File: config.mk
export PLATFORM = sky130hd
export DESIGN_NAME = hud_text_reader_flat
export DESIGN_NICKNAME = d
export VERILOG_FILES = /design/src/rtl/hud_text_reader_pkg.sv /design/src/rtl/hud_text_reader_if.sv /design/src/rtl/hud_text_reader_line_buffer.sv /design/src/rtl/hud_text_reader.sv /design/src/flat_wrapper.sv
export SDC_FILE = /design/constraint.sdc
export NUM_CORES = 1
export LEC_CHECK = 0
export CAP_MARGIN = 0
export CORE_UTILIZATION = 55
export CTS_CLUSTER_DIAMETER = 200
export DETAILED_ROUTE_END_ITERATION = 12
export PLACE_DENSITY = 0.73
export SETUP_SLACK_MARGIN = 0.05
export SYNTH_ARGS = -nofsm -noshare
export SYNTH_HDL_FRONTEND = slang
export SYNTH_HIERARCHICAL = 1
export SYNTH_SLANG_ARGS = --single-unit
File: constraint.sdc
create_clock -name Clk -period 3.3 [get_ports Clk]
set_clock_uncertainty 0.15 [all_clocks]
set_input_delay 0.33 -clock Clk [delete_from_list [all_inputs] [get_ports Clk]]
set_output_delay 0.33 -clock Clk [all_outputs]
set_load 0.01 [all_outputs]
File: src/rtl/hud_text_reader_pkg.sv
// Shared constants, fetch FSM state type and next-line helper for the HUD text reader.
package hud_text_pkg;

    localparam int unsigned CHAR_W  = 8;
    localparam int unsigned CHAR_H  = 16;
    localparam int unsigned FONT_AW = 11;

    typedef enum logic [1:0] {
        IDLE,
        FETCH,
        DRAIN
    } fetch_state_t;

    function automatic logic [9:0] next_line(input logic [9:0] y, input int unsigned v_total);
        return (y == 10'(v_total - 1)) ? 10'd0 : y + 10'd1;
    endfunction

endpackage

File: src/rtl/hud_text_reader_if.sv
// Video-timing, text RAM and font ROM signals of the HUD text reader.
interface hud_text_reader_if;
    import hud_text_pkg::*;

    logic [9:0]         DrawX;
    logic [9:0]         DrawY;
    logic [7:0]         read_address;
    logic [7:0]         data_Out;
    logic [FONT_AW-1:0] font_addr;
    logic [7:0]         font_data;
    logic               text_pixel_on;
    logic               busy;

    modport master (
        output DrawX, DrawY, data_Out, font_data,
        input  read_address, font_addr, text_pixel_on, busy
    );

    modport slave (
        input  DrawX, DrawY, data_Out, font_data,
        output read_address, font_addr, text_pixel_on, busy
    );

endinterface

File: src/rtl/hud_text_reader_line_buffer.sv
// One text row of characters: synchronous write/clear, asynchronous read.
module hud_line_buffer #(
    parameter int unsigned COLS = 40,
    parameter int unsigned IW   = 6
) (
    input  logic          clk,
    input  logic          rst,
    input  logic          wr_en,
    input  logic [IW-1:0] wr_idx,
    input  logic [7:0]    wr_data,
    input  logic [IW-1:0] rd_idx,
    output logic [7:0]    rd_data
);

    logic [7:0] mem [COLS];

    always_ff @(posedge clk) begin
        if (rst) begin
            for (int unsigned i = 0; i < COLS; i++) begin
                mem[IW'(i)] <= '0;
            end
        end else if (wr_en && (wr_idx < IW'(COLS))) begin
            mem[wr_idx] <= wr_data;
        end
    end

    // Columns past the row read as a blank character.
    assign rd_data = (rd_idx < IW'(COLS)) ? mem[rd_idx] : '0;

endmodule

File: src/rtl/hud_text_reader.sv
// HUD text reader: copies the next text row into a line buffer during h-blank and
// renders glyph pixels via the font ROM. Optional blink attribute: HUD_TEXT_BLINK_EN.
module hud_text_reader
    import hud_text_pkg::*;
#(
    parameter int unsigned COLS     = 40,
    parameter int unsigned ROWS     = 4,
    parameter int unsigned X0       = 0,
    parameter int unsigned Y0       = 0,
    parameter int unsigned H_ACTIVE = 640,
    parameter int unsigned V_TOTAL  = 525
) (
    input  logic             Clk,
    input  logic             Reset,
    hud_text_reader_if.slave bus
);

    localparam int unsigned IW     = 6;
    localparam int unsigned TEXT_W = CHAR_W * COLS;
    localparam int unsigned BAND_H = CHAR_H * ROWS;

    fetch_state_t  state;
    logic [IW-1:0] k;

    logic [9:0]    ny;
    logic [9:0]    ny_off;
    logic          next_in_band;
    logic [7:0]    fetch_base;

    logic          lb_wr_en;
    logic [IW-1:0] lb_wr_idx;
    logic [IW-1:0] lb_rd_idx;
    logic [7:0]    c;

    logic [9:0]    dx;
    logic [9:0]    dy;
    logic          in_text;
    logic          blank_char;
    logic          in_text_d;
    logic          blank_d;
    logic [2:0]    x_d;

    assign ny     = next_line(bus.DrawY, V_TOTAL);
    assign ny_off = ny - 10'(Y0);
    // Offsets below the band origin wrap to large values, so one compare checks both bounds.
    assign next_in_band = ny_off < 10'(BAND_H);
    assign fetch_base   = 8'(ny_off[9:4]) * 8'(COLS);

    always_ff @(posedge Clk) begin
        if (Reset) begin
            state            <= IDLE;
            k                <= '0;
            bus.read_address <= '0;
            bus.busy         <= 1'b0;
        end else begin
            unique case (state)
                IDLE: begin
                    if ((bus.DrawX == 10'(H_ACTIVE)) && next_in_band) begin
                        state            <= FETCH;
                        k                <= '0;
                        bus.read_address <= fetch_base;
                        bus.busy         <= 1'b1;
                    end
                end
                FETCH: begin
                    k <= k + IW'(1);
                    if (k == IW'(COLS - 1)) begin
                        state <= DRAIN;
                    end else begin
                        bus.read_address <= bus.read_address + 8'd1;
                    end
                end
                DRAIN: begin
                    state    <= IDLE;
                    bus.busy <= 1'b0;
                end
                default: begin
                    state    <= IDLE;
                    bus.busy <= 1'b0;
                end
            endcase
        end
    end

    // RAM data trails the address by one cycle; k has advanced to COLS by DRAIN.
    assign lb_wr_en  = ((state == FETCH) && (k != '0)) || (state == DRAIN);
    assign lb_wr_idx = k - IW'(1);

    hud_line_buffer #(
        .COLS (COLS),
        .IW   (IW)
    ) u_line_buffer (
        .clk     (Clk),
        .rst     (Reset),
        .wr_en   (lb_wr_en),
        .wr_idx  (lb_wr_idx),
        .wr_data (bus.data_Out),
        .rd_idx  (lb_rd_idx),
        .rd_data (c)
    );

    assign dx        = bus.DrawX - 10'(X0);
    assign dy        = bus.DrawY - 10'(Y0);
    assign in_text   = (dx < 10'(TEXT_W)) && (dy < 10'(BAND_H));
    assign lb_rd_idx = dx[IW+2:3];

`ifdef HUD_TEXT_BLINK_EN
    logic [9:0] frame_cnt;

    always_ff @(posedge Clk) begin
        if (Reset) begin
            frame_cnt <= '0;
        end else if ((bus.DrawX == 10'd0) && (bus.DrawY == 10'd0)) begin
            frame_cnt <= frame_cnt + 10'd1;
        end
    end

    assign blank_char = (c[6:0] == 7'd0) || (c[7] && frame_cnt[5]);
`else
    logic unused_attr;

    assign unused_attr = c[7];
    assign blank_char  = (c[6:0] == 7'd0);
`endif

    always_ff @(posedge Clk) begin
        if (Reset) begin
            bus.font_addr     <= '0;
            in_text_d         <= 1'b0;
            blank_d           <= 1'b0;
            x_d               <= '0;
            bus.text_pixel_on <= 1'b0;
        end else begin
            bus.font_addr     <= {c[6:0], dy[3:0]};
            in_text_d         <= in_text;
            blank_d           <= blank_char;
            x_d               <= bus.DrawX[2:0];
            bus.text_pixel_on <= in_text_d && !blank_d && bus.font_data[3'd7 - x_d];
        end
    end

endmodule

File: src/flat_wrapper.sv
// flat-port wrapper written by rule: the top's interface ports become plain ports
module hud_text_reader_flat import hud_text_pkg::*;
#(
    parameter int unsigned COLS     = 40,
    parameter int unsigned ROWS     = 4,
    parameter int unsigned X0       = 0,
    parameter int unsigned Y0       = 0,
    parameter int unsigned H_ACTIVE = 640,
    parameter int unsigned V_TOTAL  = 525
)
  (Clk, Reset, bus_DrawX, bus_DrawY, bus_data_Out, bus_font_data, bus_read_address, bus_font_addr, bus_text_pixel_on, bus_busy);
  hud_text_reader_if bus_i ();
  input  logic Clk;
  input  logic Reset;
  input wire logic [$bits(bus_i.DrawX)-1:0] bus_DrawX;
  input wire logic [$bits(bus_i.DrawY)-1:0] bus_DrawY;
  input wire logic [$bits(bus_i.data_Out)-1:0] bus_data_Out;
  input wire logic [$bits(bus_i.font_data)-1:0] bus_font_data;
  output wire logic [$bits(bus_i.read_address)-1:0] bus_read_address;
  output wire logic [$bits(bus_i.font_addr)-1:0] bus_font_addr;
  output wire logic [$bits(bus_i.text_pixel_on)-1:0] bus_text_pixel_on;
  output wire logic [$bits(bus_i.busy)-1:0] bus_busy;
  assign bus_i.DrawX = bus_DrawX;
  assign bus_i.DrawY = bus_DrawY;
  assign bus_i.data_Out = bus_data_Out;
  assign bus_i.font_data = bus_font_data;
  assign bus_read_address = bus_i.read_address;
  assign bus_font_addr = bus_i.font_addr;
  assign bus_text_pixel_on = bus_i.text_pixel_on;
  assign bus_busy = bus_i.busy;
  hud_text_reader #(.COLS(COLS), .ROWS(ROWS), .X0(X0), .Y0(Y0), .H_ACTIVE(H_ACTIVE), .V_TOTAL(V_TOTAL)) u_core (.Clk(Clk), .Reset(Reset), .bus(bus_i));
endmodule
==> reports/results.txt <==
The flow ran to the end, and the final reports show no timing, DRC or antenna violations. The tools report the startpoint of the worst-slack reg-to-reg timing path as u_core/k[0]. The cell with the largest stage delay on the worst path is or3_1.

The power per cell area is 498 nW/um^2. The area growth from synthesis to layout is 12.2%. Counting the fill cells in the layout gives 2180. After detailed routing, the average wire length per cell comes to 20.5 um. Count of endpoints failing hold in the final timing report: 0.

Reg-to-reg endpoint: u_core/u_line_buffer/mem[2][1]. Entering global routing, the biggest net connects 55 pins. For this design the top-level I/O count stands at 59. The cell count after synthesis came out at 1222. Max-slew violation count: 0. The most common cell after layout, fill and taps aside is and2_1.

For the pin with the worst max-slew slack, the measured transition is 0.782 ns. Setup repair after global routing left no endpoint under its margin. Buffers added to address setup during post-CTS repair amount to 0.

The worst hold path terminates at u_core/bus.font_addr[8]. The tools report the number of synthesis warnings as 6. For this configuration, the core starts out at a cell density of 55.9%.

The logs give 0 for the number of antenna violations at the first check in global routing and 0 for the number of gates resized after CTS. The logs give 2 for the maximum level of the CTS H-tree and 47.9% for the remaining max-slew budget at the tightest pin. The worst register-to-register path has a depth of 6. The run gives 9425 as the via count. After floorplanning, the core was sized to cover 27800 um^2. The tools report the final global-route overflow total as 0.

For the number of buffers between clock root and the deepest sink, the log shows 3. Clock tree synthesis selected as its root buffer the cell clkbuf_16. The worst IR drop on VDD is 0.000371 V. For this block, the initial DRC count from the detailed router was 830. Buffers inserted to repair hold after CTS numbered 0. Register area: 9090 um^2.

The number of buffers created by CTS is 34, and the die outline width is 170 um. The logs give 2.99 ns for the arrival time of the worst setup path and 314 for the number of clock sinks. The floorplan step defined a die boundary enclosing 28900 um^2.

The critical path is of the reg2reg type. The worst endpoint required time is 3.39 ns. The number of nets handed over by synthesis was 1267.

Using the TritonRoute via totals, the vias-per-cell ratio works out to 5.65. The critical path launch point type was a flip-flop. The post-detailed-placement half-perimeter wirelength was 22.3 mm; the combined area of the multi-input logic cells was 5900 um^2. For the post-route setup TNS, the log shows 0 ns. The setup check on the worst reg-to-reg path leaves a slack of 0.40 ns. Derived from the worst setup path, the maximum achievable clock frequency is 0.344 GHz. The number of global-route vias before repair is 9387, and the first-pass GRT wire length is 52.1 mm. The worst hold path begins at Reset.

Count of buffers inserted at the top-level ports: 57. The count of cells in the finished layout, fillers not included, comes to 1667. In this run the worst path has a maximum fanout of 8. The analysis attributes to cell leakage a power of 0.00661 uW. TritonCTS built the clock tree. The worst hold path stage count was 2. The average size of a mapped cell is 12.7 um^2, and the wire length after detailed routing is 34.1 mm. At the end of routability-driven placement, the weighted congestion stood at 0.838.

Setup violations remaining at the end of the flow were counted as 0. Total of max-cap violations: 0. The count of TritonRoute iterations in the first routing pass is 5, and the clock latency on the worst-skew pair is 0.51 ns. After layout, the worst path uses 88.0% of the clock period. Worst hold-check path type: in2reg.

After clock tree synthesis, the clock-pin slew on the worst setup and hold paths is 0.06 ns. The worst setup path is captured at a flip-flop. The layout cell share with drive strength beyond 1 came out at 14.0%. The number of inserted diodes came out at 0. After floorplanning, the core was divided into 61 placement rows. The combined area of all synthesized cells is 15500 um^2, and the post-route antenna net violation count is 0. Traced cell by cell, the critical path runs through nor3_1 > nand2_1 > xnor2_1 > or3_1 > nor2_2 > or2_2. In this run, placement finished with an instance count of 1605. Clock period minus worst slack: 2.90 ns. After detailed routing, the number of remaining DRC violations is 0. The highest cell delay on the worst timing path was 0.70 ns. For this run, the total global-route usage over all layers was measured as 24.1%. For the final net count, the log shows 1308. In the layout the commonest cells are 282 x and2_1, 280 x edfxtp_1, 142 x mux2i_1, 54 x clkdlybuf4s50_1, 41 x nand2_1.

The die outline height is 170 um.
flip-flops by register name, indices dropped and copies added (netlist names):
register,count
u_core/state,2
u_core/bus.font_addr,11
u_core/bus.text_pixel_on,1
u_core/bus.busy,1
u_core/x_d,3
u_core/blank_d,1
u_core/in_text_d,1
u_core/bus.read_address,8
u_core/k,6
u_core/u_line_buffer/mem,280
where the power goes:
| part | switching (uW) | total, uW | internal, uW |
|---|---|---|---|
| clock | 1490 | 3560 | 2070 |
| sequential | 37.9 | 4480 | 4440 |
| combinational | 384 | 625 | 241 |
| total | 1910 | 8660 | 6750 |
per-stage QoR:
stage                     cell area [um^2]  hold WS, ns  total power, uW  setup slack (ns)  util, %
after detailed placement             16400        0.304             5180             0.333     58.9
after CTS                            17400        0.226             8720             0.405     62.7
after global routing                 17400        0.253             8920             0.131     62.7
after floorplan                      15500        0.224             4950             0.791        -
final                                17400        0.227             8660             0.395     62.7
after global placement               16400        0.301             5170             0.349     58.9
layout make-up:
class | instances | share of cell area [%]
clock buffers | 47 | 5.59
inverters | 8 | 0.172
well taps | 378 | 2.72
repair buffers | 91 | 4.98
flip-flops and latches | 314 | 52.2
clock inverters | 15 | 0.446
multi-input cells | 814 | 33.9
worst max-delay path, delay by kind of cell, from the launching register on:
kind	cells	cell delay (ns)
DFF	1	0.36
xor gates and xnor gates	1	0.39
and+or+nand+nor	5	1.72
how the worst max path moves through the flow:
stage	from	to	slack (ns)
floorplan	u_core/k[2]	u_core/u_line_buffer/mem[14][0]	0.79
global placement	bus_DrawY[0]	u_core/bus.read_address[7]	0.35
detailed placement	bus_DrawX[5]	u_core/blank_d	0.33
CTS	u_core/k[0]	u_core/u_line_buffer/mem[23][4]	0.41
global route	u_core/k[0]	u_core/u_line_buffer/mem[2][2]	0.13
finish	u_core/k[0]	u_core/u_line_buffer/mem[2][1]	0.40
metal layers:
| metal | up-vias | routed length, um | track usage, % |
|---|---|---|---|
| met2 | 325 | 16200 | 39.8 |
| met4 | 0 | 894 | 8.07 |
| met1 | 4597 | 14700 | 32.6 |
| met5 | - | 0 | 0 |
| met3 | 62 | 2410 | 3.81 |
| li1 | 4441 | - | - |
Note: power is estimated with default switching activity, not from simulation.
